==> src/rtl/riscv_uart_programmer_pkg.sv <==
// Purpose: shared definitions for the UART boot-image programmer (address width, FSM encodings).
// Latency: n/a (types and constants only).
// Backpressure: n/a.
// Build option: UPG_CHECKSUM_EN adds the ST_CHECK encoding used by the checksum feature.
package riscv_uart_programmer_pkg;

    localparam int UPG_ADDR_W = 14;

    // Image loader states. ST_CHECK exists only when the checksum feature is built in.
    typedef enum logic [2:0] {
        ST_LEN_LO = 3'd0,
        ST_LEN_HI = 3'd1,
        ST_DATA   = 3'd2,
`ifdef UPG_CHECKSUM_EN
        ST_CHECK  = 3'd3,
`endif
        ST_DONE   = 3'd4,
        ST_ERR    = 3'd5
    } load_state_t;

    // Byte receiver states.
    typedef enum logic [1:0] {
        RX_IDLE  = 2'd0,
        RX_START = 2'd1,
        RX_DATA  = 2'd2,
        RX_STOP  = 2'd3
    } rx_state_t;

endpackage

==> src/rtl/riscv_uart_rx.sv <==
// Purpose: 8N1 UART byte receiver with two-flop input synchronizer and start-bit glitch rejection.
// Latency: byte_valid/frame_err pulse one cycle after the stop-bit sample (~9.5 bit times after start edge).
// Backpressure: none; the consumer must accept each one-cycle pulse.
// Ports: clk, rst (sync, active-high), rx (async line, idle high);
//        rx_byte[7:0] (holds last good byte), byte_valid (1-cycle), frame_err (1-cycle, stop bit was 0).
module riscv_uart_rx
    import riscv_uart_programmer_pkg::*;
#(
    parameter int DIV = 4
) (
    input  logic       clk,
    input  logic       rst,
    input  logic       rx,
    output logic [7:0] rx_byte,
    output logic       byte_valid,
    output logic       frame_err
);

    localparam int HALF = DIV / 2;
    localparam int CW   = $clog2(DIV + 1);

    logic            rx_meta;
    logic            rx_sync;
    logic            rx_prev;
    rx_state_t       state;
    logic [CW-1:0]   cnt;
    logic [2:0]      bit_idx;
    logic [7:0]      shreg;

    always_ff @(posedge clk) begin
        if (rst) begin
            // Synchronizer resets to the idle level so reset release never looks like a start edge.
            rx_meta    <= 1'b1;
            rx_sync    <= 1'b1;
            rx_prev    <= 1'b1;
            state      <= RX_IDLE;
            cnt        <= '0;
            bit_idx    <= '0;
            shreg      <= '0;
            rx_byte    <= '0;
            byte_valid <= 1'b0;
            frame_err  <= 1'b0;
        end else begin
            rx_meta    <= rx;
            rx_sync    <= rx_meta;
            rx_prev    <= rx_sync;
            byte_valid <= 1'b0;
            frame_err  <= 1'b0;

            case (state)
                RX_IDLE: begin
                    cnt <= '0;
                    if (rx_prev && !rx_sync) begin
                        state <= RX_START;
                    end
                end
                RX_START: begin
                    // Re-check the line at mid start bit; a high line here was a glitch.
                    if (cnt == CW'(HALF - 1)) begin
                        cnt     <= '0;
                        bit_idx <= '0;
                        state   <= rx_sync ? RX_IDLE : RX_DATA;
                    end else begin
                        cnt <= cnt + CW'(1);
                    end
                end
                RX_DATA: begin
                    if (cnt == CW'(DIV - 1)) begin
                        cnt   <= '0;
                        shreg <= {rx_sync, shreg[7:1]};   // LSB arrives first
                        if (bit_idx == 3'd7) begin
                            state <= RX_STOP;
                        end else begin
                            bit_idx <= bit_idx + 3'd1;
                        end
                    end else begin
                        cnt <= cnt + CW'(1);
                    end
                end
                RX_STOP: begin
                    if (cnt == CW'(DIV - 1)) begin
                        cnt   <= '0;
                        state <= RX_IDLE;
                        if (rx_sync) begin
                            rx_byte    <= shreg;
                            byte_valid <= 1'b1;
                        end else begin
                            frame_err  <= 1'b1;
                        end
                    end else begin
                        cnt <= cnt + CW'(1);
                    end
                end
                default: state <= RX_IDLE;
            endcase
        end
    end

endmodule

==> src/rtl/riscv_uart_programmer.sv <==
// Purpose: loads a length-prefixed word image from a UART line into instruction/data memory.
// Latency: upg_wen_o pulses one cycle after the 4th byte of each word is received.
// Backpressure: none; the memory must accept a write on every upg_wen_o pulse.
// Ports: clk, rst (sync, active-high), rx (async UART, idle high);
//        upg_wen_o (1-cycle write strobe), upg_adr_o[13:0] word address, upg_dat_o[31:0] write data,
//        upg_done_o (image loaded, level), upg_err_o (framing/checksum failure, level).
// Build option: define UPG_CHECKSUM_EN to require a trailing XOR checksum byte over length and data.
module riscv_uart_programmer
    import riscv_uart_programmer_pkg::*;
#(
    parameter int CLK_FREQ = 10000000,
    parameter int BAUD     = 115200
) (
    input  logic                  clk,
    input  logic                  rst,
    input  logic                  rx,
    output logic                  upg_wen_o,
    output logic [UPG_ADDR_W-1:0] upg_adr_o,
    output logic [31:0]           upg_dat_o,
    output logic                  upg_done_o,
    output logic                  upg_err_o
);

    localparam int DIV = CLK_FREQ / BAUD;

    logic [7:0]            rx_byte;
    logic                  byte_valid;
    logic                  frame_err;

    load_state_t           state;
    logic [7:0]            len_lo;
    logic [UPG_ADDR_W-1:0] len;
    logic [UPG_ADDR_W-1:0] wcnt;
    logic [1:0]            byte_idx;
    logic [23:0]           lane;
`ifdef UPG_CHECKSUM_EN
    logic [7:0]            csum;
`endif

    riscv_uart_rx #(
        .DIV (DIV)
    ) u_rx (
        .clk        (clk),
        .rst        (rst),
        .rx         (rx),
        .rx_byte    (rx_byte),
        .byte_valid (byte_valid),
        .frame_err  (frame_err)
    );

    always_ff @(posedge clk) begin
        if (rst) begin
            state      <= ST_LEN_LO;
            len_lo     <= '0;
            len        <= '0;
            wcnt       <= '0;
            byte_idx   <= '0;
            lane       <= '0;
            upg_wen_o  <= 1'b0;
            upg_adr_o  <= '0;
            upg_dat_o  <= '0;
            upg_done_o <= 1'b0;
            upg_err_o  <= 1'b0;
`ifdef UPG_CHECKSUM_EN
            csum       <= '0;
`endif
        end else begin
            upg_wen_o <= 1'b0;
            // Address advances right after each write so it stays stable during the strobe.
            if (upg_wen_o) begin
                upg_adr_o <= upg_adr_o + UPG_ADDR_W'(1);
            end

            case (state)
                ST_LEN_LO: begin
                    if (frame_err) begin
                        state     <= ST_ERR;
                        upg_err_o <= 1'b1;
                    end else if (byte_valid) begin
                        len_lo <= rx_byte;
`ifdef UPG_CHECKSUM_EN
                        csum   <= csum ^ rx_byte;
`endif
                        state  <= ST_LEN_HI;
                    end
                end
                ST_LEN_HI: begin
                    if (frame_err) begin
                        state     <= ST_ERR;
                        upg_err_o <= 1'b1;
                    end else if (byte_valid) begin
                        // Top two bits of the high length byte are outside the 14-bit word space.
                        len <= {rx_byte[5:0], len_lo};
`ifdef UPG_CHECKSUM_EN
                        csum <= csum ^ rx_byte;
`endif
                        if ({rx_byte[5:0], len_lo} == '0) begin
`ifdef UPG_CHECKSUM_EN
                            state      <= ST_CHECK;
`else
                            state      <= ST_DONE;
                            upg_done_o <= 1'b1;
`endif
                        end else begin
                            state <= ST_DATA;
                        end
                    end
                end
                ST_DATA: begin
                    if (frame_err) begin
                        state     <= ST_ERR;
                        upg_err_o <= 1'b1;
                    end else if (byte_valid) begin
`ifdef UPG_CHECKSUM_EN
                        csum     <= csum ^ rx_byte;
`endif
                        byte_idx <= byte_idx + 2'd1;
                        case (byte_idx)
                            2'd0: lane[7:0]   <= rx_byte;
                            2'd1: lane[15:8]  <= rx_byte;
                            2'd2: lane[23:16] <= rx_byte;
                            default: begin
                                upg_dat_o <= {rx_byte, lane};
                                upg_wen_o <= 1'b1;
                                wcnt      <= wcnt + UPG_ADDR_W'(1);
                                if (wcnt + UPG_ADDR_W'(1) == len) begin
`ifdef UPG_CHECKSUM_EN
                                    state      <= ST_CHECK;
`else
                                    state      <= ST_DONE;
                                    upg_done_o <= 1'b1;
`endif
                                end
                            end
                        endcase
                    end
                end
`ifdef UPG_CHECKSUM_EN
                ST_CHECK: begin
                    if (frame_err) begin
                        state     <= ST_ERR;
                        upg_err_o <= 1'b1;
                    end else if (byte_valid) begin
                        if (rx_byte == csum) begin
                            state      <= ST_DONE;
                            upg_done_o <= 1'b1;
                        end else begin
                            state     <= ST_ERR;
                            upg_err_o <= 1'b1;
                        end
                    end
                end
`endif
                // DONE and ERR hold until reset; incoming bytes are ignored.
                ST_DONE: state <= ST_DONE;
                ST_ERR:  state <= ST_ERR;
                default: begin
                    state     <= ST_ERR;
                    upg_err_o <= 1'b1;
                end
            endcase
        end
    end

endmodule

==> config.mk <==
export PLATFORM = sky130hd
export DESIGN_NAME = riscv_uart_programmer
export DESIGN_NICKNAME = d
export VERILOG_FILES = /design/src/rtl/riscv_uart_programmer_pkg.sv /design/src/rtl/riscv_uart_rx.sv /design/src/rtl/riscv_uart_programmer.sv
export SDC_FILE = /design/constraint.sdc
export NUM_CORES = 1
export LEC_CHECK = 0
export BUFFER_PORTS_ARGS = -buffer_cell sky130_fd_sc_hd__buf_2
export CAP_MARGIN = 10
export CORE_UTILIZATION = 59
export DETAILED_ROUTE_END_ITERATION = 6
export PLACE_DENSITY = 0.79
export SYNTH_ARGS = -nofsm -noshare
export SYNTH_HDL_FRONTEND = slang
export SYNTH_SLANG_ARGS = --single-unit
==> constraint.sdc <==
create_clock -name clk -period 2.7 [get_ports clk]
set_input_delay 0.27 -clock clk [delete_from_list [all_inputs] [get_ports clk]]
set_output_delay 0.27 -clock clk [all_outputs]
set_load 0.05 [all_outputs]
==> reports/qor.csv <==
stage,metric,value,unit
outcome,status,"complete, no violations",
sta,period utilisation layout,0.888,
worst_setup_path,Crit Path Class,register to register,
clock_tree,root buf cell,clkbuf_8,
final_layout,area grow syn2layout,14.6,%
power,Worst IR Drop VDD,0.000481,V
final_layout,"most common cell after layout, fill and taps aside",nand2_1,
global_routing,largest net degree at the start of global routing,74,
clock_tree,post-cts sizing count,0,
worst_setup_path,largest stage delay on the critical path,0.56,ns
yosys,predominant post-synthesis flop cell,dfxtp_1,
sta,final hold vios,0,
yosys,main combinational cell family by area after synthesis,simple AND/OR/NAND/NOR gates,
global_routing,first-pass GRT wire length,21100,microns
worst_setup_path,CP startpoint,wcnt[0]$_SDFFE_PP0P_,
yosys,post-synthesis mux area share,0.0346,
floorplan,Core Area,9860,sq um
hold_path,Hold Startpoint,rst,
hold_path,hold path depth,2,
yosys,cell area after synthesis,6070,sq um
floorplan,initial core utilization,0.616,
yosys,asr flop ratio synth,0,
worst_setup_path,WP depth,7,
clock_tree,CTS Hold Bufs,1,
clock_tree,total setup buffers inserted after CTS,0,
worst_setup_path,"Req. time, crit path",3.12,ns
yosys,Yosys cell types,53,
worst_setup_path,crit path max fanout,10,
final_layout,multi-input logic area,2910,sq um
yosys,largest cells by area after synthesis,"dfxtp_1 48%, nand2_1 9.2%, a21oi_1 7.2%",
sta,Final WS setup,0.302,ns
sta,Setup Viol. Count Final,0,
power,Leak Pwr,2.60,nW
worst_setup_path,crit-path cells,ha_1 -> nand3_4 -> or4_1 -> o211ai_1 -> a21oi_1 -> or4_4 -> o21a_1,
final_layout,fin nets,780,
flow_run,Max Cap Viol,0,
sta,minimum clock period after layout,2.40,ns
yosys,Post-synth EDFFs,0,
detailed_routing,Routed WL,13200,microns
yosys,Post-Synthesis Cells,733,
placement,"worst slack, placed",0.320,ns
sta,Setup TNS,0,ns
final_layout,final core occ,0.706,
detailed_routing,Remaining DRCs,0,
worst_setup_path,r2r startpoint,wcnt[0]$_SDFFE_PP0P_,
worst_setup_path,Critical Path AT,2.82,ns
yosys,Synth Area in Simple Gates,0.245,
yosys,XOR/XNOR Fraction of Synth Area,0.0678,
detailed_routing,Vias,5007,
yosys,post-synthesis compound-gate area fraction,0.108,
worst_setup_path,CP Buf/Inv Count,0,
final_layout,post-route cell area,6960,sq um
detailed_routing,antenna-violating nets left,0,
yosys,largest area contributor in the netlist,dfxtp_1,
worst_setup_path,CP top delay family,simple AND/OR/NAND/NOR gates,
final_layout,layout cells sized above 1,0.137,
sta,Slew HR,0.518,
floorplan,Die Area,10700,sq um
detailed_routing,initial detailed-routing violation count,222,
placement,gpl congestion,0.878,
clock_tree,Worst-Skew Late Latency,0.52,ns
clock_tree,clk slew on worst S/H paths,0.06,ns
global_routing,initial antenna violation count,0,
placement,DP Wirelength,8680,microns
sta,Worst-Margin Slew,0.723,ns
yosys,syn_nets,747,
yosys,Avg Inst Size Synth,8.29,sq um
clock_tree,CTS Sinks,147,
placement,DP Area,6390,sq um
worst_setup_path,Crit-path slowest cell,or4_4,
global_routing,grt total ovfl,0,
global_routing,vias in the first global route,4499,
global_routing,All-Layer GR Usage,0.257,
sta,fmax,417,MHz
yosys,sequential fraction of the synthesis area,0.484,
floorplan,IO Pins,52,
final_layout,storage element area,2940,sq um
final_layout,"commonest cells after routing, fill and taps aside","149 x nand2_1, 147 x dfxtp_1, 87 x a21oi_1, 77 x nor2_1, 50 x buf_2",
worst_setup_path,crit path capture type,register,
sta,clock skew,0.00705,ns
yosys,Synth Warn #,0,
final_layout,diode count,0,
worst_setup_path,Startpoint Class,register,
placement,number of port buffers,51,
power,Pwr per Cell Area,636,nW/um^2
final_layout,fillers,763,
detailed_routing,Routed WL per cell,14.5,microns
floorplan,die height,103,microns
sta,Final Slew Violations,0,
yosys,#FFs+latches synth,147,
detailed_routing,first drt pass iteration count,5,
hold_path,worst hold-check path type,input port to register,
floorplan,Site Rows,36,
yosys,Synth Area in Adders,0.0227,
clock_tree,CTS tree,yes,
detailed_routing,vias per cell,5.49,
worst_setup_path,worst r2r path cells,7,
yosys,Synth top area share,0.484,
sta,RSZ-0062 raised after global routing,no,
clock_tree,maximum clock path buffer count,2,
floorplan,Die W,103,microns
clock_tree,H-tree levels,4,
clock_tree,Num CTS Buffers,17,
cell families (layout without fill, tap and decap cells):
group                      Yosys count  in the layout
and+or+nand+nor                    331            331
DFF                                147            147
AOI/OAI and AO/OA                  119            119
buffers and inverters               57            103
xor gates and xnor gates            47             47
muxes                               21             21
adders and majority gates           11             11
state kept, by name, indices dropped and copies added, names as in the netlist, 2 cells and up, named ones only:
signal	flops
upg_adr_o	14
wcnt	14
u_rx.rx_byte	8
lane	24
u_rx.shreg	8
state	3
u_rx.cnt	7
upg_dat_o	32
len_lo	8
u_rx.bit_idx	3
byte_idx	2
len	14
per-stage QoR:
step                total power, W  std cells  hold WS [ns]
floorplan                  0.00226        733         0.374
global placement           0.00227        879         0.392
detailed placement         0.00227        879         0.398
CTS                        0.00445        912         0.264
global route               0.00456        912         0.298
finish                     0.00443        912         0.279
Yosys cell counts (2+ instances only):
master and n:
buf_4 2, nor2b_1 4, inv_1 10, nor2_1 77
nor4_1 6, buf_1 3, a31oi_1 7, nand3_1 42
clkbuf_1 39, and3_1 6, ha_1 11, xor2_1 24
o31a_1 2, mux2i_1 21, a22oi_1 3, a21oi_1 87
dfxtp_1 147, a211oi_1 2, nor3_1 8, and2_1 2
nor4bb_1 2, or3_1 5, nand4_1 11, o31ai_1 2
xnor2_1 23, nand2_1 149, o21ai_0 8, or2_2 5
final timing paths:
| path | endpoint | slack [ns] |
|---|---|---|
| max | state[1]$_SDFFE_PP0P_ | 0.30 |
| max reg2reg | state[1]$_SDFFE_PP0P_ | 0.30 |
| min | upg_adr_o[11]$_SDFFE_PP0P_ | 0.28 |
| min reg2reg | u_rx.rx_sync$_SDFF_PP1_ | 0.41 |
per-layer routing:
layer | GRT usage | vias to the layer above | part of all wire
met4 | 0.0997 | 0 | 0.011
met5 | 0 | - | 0
met1 | 0.323 | 2356 | 0.45
met2 | 0.430 | 109 | 0.50
met3 | 0.0565 | 14 | 0.042
li1 | - | 2528 | -
layout make-up:
type	instances	area share
repair buffers	60	0.0489
clock buffers	19	0.0634
well taps	133	0.0239
flip-flops and latches	147	0.423
clock inverters	13	0.0178
multi-input cells	529	0.418
inverters	11	0.00593
power breakdown:
group          internal, W  leakage, nW  switching (W)
Sequential         0.00217         1.18     0.00000367
Clock              0.00128        0.272       0.000921
Combinational    0.0000111         1.15      0.0000399
Total              0.00346         2.60       0.000965
No activity file was read; power rests on OpenSTA's default activity.
